===== src/rtl/id_ex_stage_pkg.sv =====
// Shared encodings for the ID/EX stage: ALUOp and WDSel codes plus forwarding selects.
package id_ex_stage_pkg;

  localparam logic [4:0] ALUOp_nop   = 5'b00000;
  localparam logic [4:0] ALUOp_lui   = 5'b00001;
  localparam logic [4:0] ALUOp_auipc = 5'b00010;
  localparam logic [4:0] ALUOp_add   = 5'b00011;
  localparam logic [4:0] ALUOp_sub   = 5'b00100;
  localparam logic [4:0] ALUOp_and   = 5'b00101;
  localparam logic [4:0] ALUOp_or    = 5'b00110;
  localparam logic [4:0] ALUOp_xor   = 5'b00111;

  localparam logic [1:0] WDSel_FromALU = 2'b00;
  localparam logic [1:0] WDSel_FromMEM = 2'b01;
  localparam logic [1:0] WDSel_FromPC  = 2'b10;

  typedef enum logic [1:0] {
    FWD_RF  = 2'b00,
    FWD_EXM = 2'b01,
    FWD_WB  = 2'b10
  } fwd_sel_e;

endpackage


===== src/rtl/id_ex_stage_fwd_unit.sv =====
// Bypass source select for one EX-stage source register; the younger EX/MEM result wins.
module fwd_unit
  import id_ex_stage_pkg::*;
#(
  parameter int RWIDTH = 5
) (
  input  logic [RWIDTH-1:0] rs,
  input  logic [RWIDTH-1:0] exm_rd,
  input  logic              exm_regwrite,
  input  logic [RWIDTH-1:0] wb_rd,
  input  logic              wb_regwrite,
  output fwd_sel_e          sel
);

  always_comb begin
    sel = FWD_RF;
    if (rs != '0) begin
      if (exm_regwrite && (exm_rd == rs))    sel = FWD_EXM;
      else if (wb_regwrite && (wb_rd == rs)) sel = FWD_WB;
    end
  end

endmodule


===== src/rtl/id_ex_stage.sv =====
// ID/EX pipeline register with load-use stall, flush bubbles and operand bypassing.
// Optional performance counters are built when IDEX_PERF_CNT_EN is defined.
module id_ex_stage
  import id_ex_stage_pkg::*;
#(
  parameter int XLEN   = 32,
  parameter int RWIDTH = 5
) (
  input  logic              clk,
  input  logic              rst,
  input  logic              id_valid,
  input  logic [XLEN-1:0]   id_pc,
  input  logic [XLEN-1:0]   id_rs1_data,
  input  logic [XLEN-1:0]   id_rs2_data,
  input  logic [XLEN-1:0]   id_imm,
  input  logic [RWIDTH-1:0] id_rs1,
  input  logic [RWIDTH-1:0] id_rs2,
  input  logic [RWIDTH-1:0] id_rd,
  input  logic              id_use_rs1,
  input  logic              id_use_rs2,
  input  logic [4:0]        id_aluop,
  input  logic              id_alusrc,
  input  logic              id_regwrite,
  input  logic              id_memread,
  input  logic              id_memwrite,
  input  logic [1:0]        id_wdsel,
  input  logic              flush_i,
  input  logic [RWIDTH-1:0] exm_rd,
  input  logic              exm_regwrite,
  input  logic [XLEN-1:0]   exm_result,
  input  logic [RWIDTH-1:0] wb_rd,
  input  logic              wb_regwrite,
  input  logic [XLEN-1:0]   wb_data,
  output logic              stall_o,
  output logic              ex_valid,
  output logic [XLEN-1:0]   alu_a,
  output logic [XLEN-1:0]   alu_b,
  output logic [4:0]        alu_op,
  output logic [XLEN-1:0]   ex_pc,
  output logic [XLEN-1:0]   ex_store_data,
  output logic [RWIDTH-1:0] ex_rd,
  output logic              ex_regwrite,
  output logic              ex_memread,
  output logic              ex_memwrite,
  output logic [1:0]        ex_wdsel,
  output logic [31:0]       stall_cnt,
  output logic [31:0]       flush_cnt
);

  typedef struct packed {
    logic              valid;
    logic [XLEN-1:0]   pc;
    logic [XLEN-1:0]   rs1_data;
    logic [XLEN-1:0]   rs2_data;
    logic [XLEN-1:0]   imm;
    logic [RWIDTH-1:0] rs1;
    logic [RWIDTH-1:0] rs2;
    logic [RWIDTH-1:0] rd;
    logic [4:0]        aluop;
    logic              alusrc;
    logic              regwrite;
    logic              memread;
    logic              memwrite;
    logic [1:0]        wdsel;
  } id_ex_t;

  id_ex_t   ex_q;
  id_ex_t   ex_d;
  logic     hz;
  fwd_sel_e sel1, sel2;
  logic [XLEN-1:0] fwd_rs1, fwd_rs2;

  assign hz = ex_q.valid && ex_q.memread && (ex_q.rd != '0) && id_valid &&
              ((id_use_rs1 && (id_rs1 == ex_q.rd)) || (id_use_rs2 && (id_rs2 == ex_q.rd)));
  assign stall_o = hz && !flush_i;

  // Controls are qualified by id_valid so an empty EX slot never writes anything.
  always_comb begin
    ex_d          = '0;
    ex_d.valid    = id_valid;
    ex_d.pc       = id_pc;
    ex_d.rs1_data = id_rs1_data;
    ex_d.rs2_data = id_rs2_data;
    ex_d.imm      = id_imm;
    ex_d.rs1      = id_rs1;
    ex_d.rs2      = id_rs2;
    ex_d.rd       = id_rd;
    ex_d.alusrc   = id_alusrc;
    ex_d.wdsel    = id_wdsel;
    if (id_valid) begin
      ex_d.aluop    = id_aluop;
      ex_d.regwrite = id_regwrite;
      ex_d.memread  = id_memread;
      ex_d.memwrite = id_memwrite;
    end
  end

  always_ff @(posedge clk) begin
    if (rst)                ex_q <= '0;
    else if (flush_i || hz) ex_q <= '0;
    else                    ex_q <= ex_d;
  end

  fwd_unit #(.RWIDTH(RWIDTH)) u_fwd_rs1 (
    .rs(ex_q.rs1), .exm_rd(exm_rd), .exm_regwrite(exm_regwrite),
    .wb_rd(wb_rd), .wb_regwrite(wb_regwrite), .sel(sel1)
  );

  fwd_unit #(.RWIDTH(RWIDTH)) u_fwd_rs2 (
    .rs(ex_q.rs2), .exm_rd(exm_rd), .exm_regwrite(exm_regwrite),
    .wb_rd(wb_rd), .wb_regwrite(wb_regwrite), .sel(sel2)
  );

  always_comb begin
    fwd_rs1 = ex_q.rs1_data;
    case (sel1)
      FWD_EXM: fwd_rs1 = exm_result;
      FWD_WB:  fwd_rs1 = wb_data;
      default: fwd_rs1 = ex_q.rs1_data;
    endcase
    fwd_rs2 = ex_q.rs2_data;
    case (sel2)
      FWD_EXM: fwd_rs2 = exm_result;
      FWD_WB:  fwd_rs2 = wb_data;
      default: fwd_rs2 = ex_q.rs2_data;
    endcase
  end

  assign ex_valid      = ex_q.valid;
  assign alu_a         = fwd_rs1;
  assign alu_b         = ex_q.alusrc ? ex_q.imm : fwd_rs2;
  assign alu_op        = ex_q.aluop;
  assign ex_pc         = ex_q.pc;
  assign ex_store_data = fwd_rs2;
  assign ex_rd         = ex_q.rd;
  assign ex_regwrite   = ex_q.regwrite;
  assign ex_memread    = ex_q.memread;
  assign ex_memwrite   = ex_q.memwrite;
  assign ex_wdsel      = ex_q.wdsel;

`ifdef IDEX_PERF_CNT_EN
  logic [31:0] stall_q, flush_q;

  always_ff @(posedge clk) begin
    if (rst) begin
      stall_q <= '0;
      flush_q <= '0;
    end else begin
      if (stall_o) stall_q <= stall_q + 32'd1;
      if (flush_i) flush_q <= flush_q + 32'd1;
    end
  end

  assign stall_cnt = stall_q;
  assign flush_cnt = flush_q;
`else
  assign stall_cnt = '0;
  assign flush_cnt = '0;
`endif

endmodule


===== config.mk =====
export PLATFORM = sky130hd
export DESIGN_NAME = id_ex_stage
export DESIGN_NICKNAME = d
export VERILOG_FILES = /design/src/rtl/id_ex_stage_pkg.sv /design/src/rtl/id_ex_stage_fwd_unit.sv /design/src/rtl/id_ex_stage.sv
export SDC_FILE = /design/constraint.sdc
export NUM_CORES = 1
export LEC_CHECK = 0
export ABC_AREA = 1
export CELL_PAD_IN_SITES_DETAIL_PLACEMENT = 0
export CELL_PAD_IN_SITES_GLOBAL_PLACEMENT = 1
export CORE_MARGIN = 2
export CORE_UTILIZATION = 27
export CTS_BUF_LIST = sky130_fd_sc_hd__clkbuf_4 sky130_fd_sc_hd__clkbuf_8 sky130_fd_sc_hd__clkbuf_16
export CTS_CLUSTER_DIAMETER = 150
export DETAILED_ROUTE_END_ITERATION = 6
export HOLD_SLACK_MARGIN = 0.08
export PLACE_DENSITY = 0.92
export SYNTH_ARGS = -nofsm -noshare
export SYNTH_HDL_FRONTEND = slang
export SYNTH_HIERARCHICAL = 1
export SYNTH_SLANG_ARGS = --single-unit
export TNS_END_PERCENT = 5

===== constraint.sdc =====
create_clock -name clk -period 6.4 [get_ports clk]
set_input_delay 0.64 -clock clk [delete_from_list [all_inputs] [get_ports clk]]
set_output_delay 0.64 -clock clk [all_outputs]
set_load 0.1 [all_outputs]

### Yosys cells after proc, flatten, opt, wreduce, memory -nomap -nowiden

Index checks and enable logic that the tools add are counted.

| cells by class | value |
|---|---|
| equal/unequal tests | 10 |
| muxes and demuxes | 9 |
| bitwise logic cells | 1 |
| reduce and logical (&&, ||, !) cells | 19 |

Operators with widths:

| kind | count |
|---|---|
| $pmux 32 s2 | 2 |
| $mux 32 | 1 |
| $eq 5x5->1 | 6 |
| $reduce_bool 5->1 | 3 |
| $mux 2 | 6 |
| $logic_and 1x1->1 | 11 |
| $eq 2x1->1 const B | 2 |
| $eq 2x2->1 const B | 2 |
| $reduce_or 3->1 | 1 |
| $logic_or 1x1->1 | 2 |
| $reduce_or 2->1 | 1 |
| $logic_not 1->1 | 1 |
| $not 1->1 | 1 |

| word-level totals | value |
|---|---|
| register bits | 155 |
| input port bits | 236 |
| output and inout port bits | 209 |
| word-level logic and storage cells | 53 |

### Longest topological paths before layout

| depth | value |
|---|---|
| depth in word-level cells | 8 |
| gate-level depth with buffers | 16 |
| depth with buffers taken out | 14 |

### By module

The synthesis kept the hierarchy.

By module, submodules not included:

| module | instances | cells each | area an instance (um^2) | seq. area each (um^2) |
|---|---|---|---|---|
| id_ex_stage | 1 | 1041 | 7129.3 | 3103.0 |
| fwd_unit | 2 | 54 | 229.0 | 0.0 |

### Worst setup path after synthesis

OpenSTA, ideal clock, no wires.

| timing | value |
|---|---|
| path type | input to output |
| from | input port exm_rd[4] |
| to | output port alu_b[10] |
| data arrival time | 4.284 ns |
| required time | 5.760 ns |
| setup slack | 1.476 ns |
| cell stages on the path | 12 |
| buffers on the path | 2 |
| cell sequence | xnor2_1 nand2_1 nor3_2 inv_1 ha_1 clkbuf_1 inv_1 clkbuf_1 nor2_1 a21oi_1 nand2_1 nand2_1 |

| between the ends | value |
|---|---|
| longest elaborated chain between the ends | 7 |
| elaborated cells between the ends (all ways) | 8 |
| classes of those cells | eq/ne (3); mux (4); reduce/logical (1) |

RTL lines:

| element | line | RTL |
|---|---|---|
| from (decl) | id_ex_stage.sv:28 | `input logic [RWIDTH-1:0] exm_rd,` |
| $eq 5x5->1 (*) | id_ex_stage_fwd_unit.sv:18 | `if (exm_regwrite && (exm_rd == rs)) sel = FWD_EXM;` |
| $logic_and 1x1->1 (*) | id_ex_stage_fwd_unit.sv:18 |  |
| $mux 2 (*) | id_ex_stage_fwd_unit.sv:18 |  |
| $mux 2 (*) | id_ex_stage_fwd_unit.sv:17 | `if (rs != '0) begin` |
| net sel2[0] | id_ex_stage.sv:70 | `fwd_sel_e sel1, sel2;` |
| $eq 2x2->1 or $eq 2x1->1 (tied branches) | id_ex_stage.sv:122 | `case (sel2)` |
| $pmux 32 s2 (*) | id_ex_stage.sv:122 |  |
| net ex_store_data[10] | id_ex_stage.sv:40 | `output logic [XLEN-1:0] ex_store_data,` |
| $mux 32 (*) | id_ex_stage.sv:131 | `assign alu_b = ex_q.alusrc ? ex_q.imm : fwd_rs2;` |
| to (decl) | id_ex_stage.sv:37 | `output logic [XLEN-1:0] alu_b,` |

The timed path passes the listed nets; every way through them passes the cells marked *.

### Worst setup path in the final report

| timing | value |
|---|---|
| from | input port exm_rd[3] |
| to | output port alu_a[24] |

| between the ends | value |
|---|---|
| longest elaborated chain between the ends | 6 |
| elaborated cells between the ends (all ways) | 7 |
| classes of those cells | eq/ne (3); mux (3); reduce/logical (1) |

RTL lines:

| element | line | RTL |
|---|---|---|
| $eq 5x5->1 (*) | id_ex_stage_fwd_unit.sv:18 |  |
| $logic_and 1x1->1 (*) | id_ex_stage_fwd_unit.sv:18 |  |
| $mux 2 (*) | id_ex_stage_fwd_unit.sv:18 |  |
| $mux 2 (*) | id_ex_stage_fwd_unit.sv:17 |  |
| net sel1[0] | id_ex_stage.sv:70 |  |
| $eq 2x2->1 or $eq 2x1->1 (tied branches) | id_ex_stage.sv:116 | `case (sel1)` |
| $pmux 32 s2 (*) | id_ex_stage.sv:116 |  |
| to (decl) | id_ex_stage.sv:36 | `output logic [XLEN-1:0] alu_a,` |

Marks and branches as above.

==> impl_metrics.toml <==
[critical_path]
worstPathCellList = "clkdlybuf4s50_1, inv_1, nand2_1, nand2_1, nor2_1, nand2_1, nor3_2, inv_1, ha_2, inv_1, buf_4, nor2_1, a21oi_1, buf_4"
critPathMaxStageDelay_ns = 0.84
start_kind = "primary input"
arrival_ns = 3.92
crit_fanout = 33
worst_path_max_delay_cell = "ha_2"
cp-end-kind = "output port"
crit_type = "primary input to output port"
crit_buf_inv = 6
path_delay_family = "buffers and inverters"
cp_data_required_time_ns = 5.76

[power_and_ir_drop]
leakagePower_nw = 5.70
power_density_mw_per_mm2 = 256
ir_drop_mv = 0.126
power_w = 0.00292

[global_routing]
grt.total_usage_pct = 18.6
first_global_vias = 7411
grt_max_degree = 81
grt_pass1_wl_microns = 41100
overflow = 0
antenna_found_initial = 1

[placement]
hpwl_microns = 21600
gp_congestion = 0.846
dpl-instance-area_sq_mm = 0.0108
port_buffers = 380

[timing]
hold_ws_ns = 0.733
finalHoldViolCount = 0
max_freq_mhz = 219
setup_viol = 0
slew_headroom_pct = 32.6
period_minus_slack_ns = 4.56
min_period_over_period_pct = 71.3
worst_pin_slew_ns = 1.01
rsz0062_at_grt = "false"
finClkSkew_ns = 0.0141
final_max_slew_viol_count = 0
setup_tns_ns = 0

[die]
dieArea_sq_mm = 0.0295
core-area_sq_mm = 0.0277
ios = 445
die_y_microns = 172
start_util_pct = 27.4
fp-row-count = 61
die_w_microns = 172

[cts]
cts.sinks = 155
cts_tree = "yes"
cts.path.max_buffers = 2
numCtsBuffers = 17
htree_num_levels = 4
path_clk_slew_ns = 0.08
holdBufCountCts = 0
cts_resized = 0
clock_latency_ns = 0.42
cts-root-buf = "clkbuf_16"
cts_setup_buffers = 0

[finish]
fin_util_pct = 41.2
layout_common_cells = "284 x clkdlybuf4s50_1, 247 x nor2_1, 237 x nand2_1, 185 x inv_1, 154 x dfxtp_1"
final_common_cell = "clkdlybuf4s50_1"
fin_nets = 1699
drive_above_1_share_pct = 10.7
final_cell_area_sq_mm = 0.0114
area_growth_pct = 50.3

[detailed_routing]
wl_met2_microns = 13900
top_layer = "met4"
wirelength_microns = 28800
ant_nets = 0
drtIter0Drc = 390
avgViaCountPerCell = 4.18
drc = 0
avgRoutedWirePerCell_microns = 15.6
dr_total_vias = 7734
route.met3.wl_microns = 2900
wl_met1_microns = 11100
firstDrtPassIters = 6

[run]
drv_cap = 0

[synthesis]
syn_area_per_cell_sq_um = 6.60
seq_area_frac_synth_pct = 40.9
synth-warning-count = 6
synth_cell_types = 20
ys_ff_latch = 155
syn_inst = 1149
netlist_area_sq_mm = 0.00759

[outcome]
outcome = "finished clean"

[hold_path]
min_path_type = "primary input to register"
state kept, by name, summed over array words and instances (netlist names):
signal       count
ex_memread       1
ex_memwrite      1
ex_rd            5
ex_pc           32
ex_q           107
alu_op           5
ex_regwrite      1
ex_wdsel         2
ex_valid         1
worst register-to-register path: cells and delay by family (launching register included):
family	cells	cell delay, ns
buffers and inverters	2	0.87
flip-flops	1	0.38
AND/OR/NAND/NOR	8	1.29
logic make-up after synthesis:
kind of cell               after synthesis  share of synthesized area (%)
DFF                                    155                           40.9
other                                    1                         0.0494
xor gates and xnor gates                 4                          0.462
adders and majority gates                4                          0.660
buffers and inverters                  354                           23.9
and+or+nand+nor                        503                           25.5
AOI/OAI and AO/OA                      128                           8.44
path summary, 6_finish.rpt:
path,startpoint,to,slack [ns],cells past startpoint
setup / recovery,exm_rd[3],alu_a[24],1.84,14
hold / removal,id_imm[6],ex_q[32],0.73,3
setup reg to reg,ex_rd[2],ex_q[40],3.71,10
hold reg to reg,ex_memread,ex_valid,0.94,5
cell type report:
class                           instances  area (sq um)
Fill cell                            2857         16300
Timing Repair Buffer                  385          3600
Sequential cell                       155          3100
Multi-Input combinational cell        703          2920
Inverter                              197           739
Tap cell                              378           473
Clock buffer                           18           433
Clock inverter                         14           133
Antenna cell                            1          2.50
routing by layer:
metal  vias to the layer above  GRT usage [%]
li1                       3824              -
met1                      3481           20.5
met2                       388           33.1
met3                        41           6.14
met4                         0           7.22
met5                         -              0
stage by stage:
| stage | worst slack, ns | std cells |
|---|---|---|
| 2_1_floorplan | 1.48 | 1212 |
| 3_3_place_gp | 1.88 | 1818 |
| 3_5_place_dp | 1.79 | 1818 |
| 4_1_cts | 1.79 | 1850 |
| 5_1_grt | 1.53 | 1851 |
| 6_report | 1.84 | 1851 |
report_power, final:
part | switching (W) | internal, W | leakage, nW
Clock | 0.000476 | 0.000521 | 0.272
Combinational | 0.000666 | 0.000233 | 4.16
Sequential | 0.0000178 | 0.00100 | 1.27
Total | 0.00116 | 0.00176 | 5.70
cells in the mapped netlist (all sizes together):
cell	n	share of area (%)
xnor2	4	0.46
dfxtp	155	41
nor3	2	0.26
buf	127	13
nand3	8	0.59
a21oi	128	8.4
nor2	249	12
nand2	242	12
inv	195	9.6
conb	1	0.049
clkbuf	30	1.5
ha	4	0.66
clkinv	2	0.099
nand4	2	0.16
No activity file was read; power rests on OpenSTA's default activity.
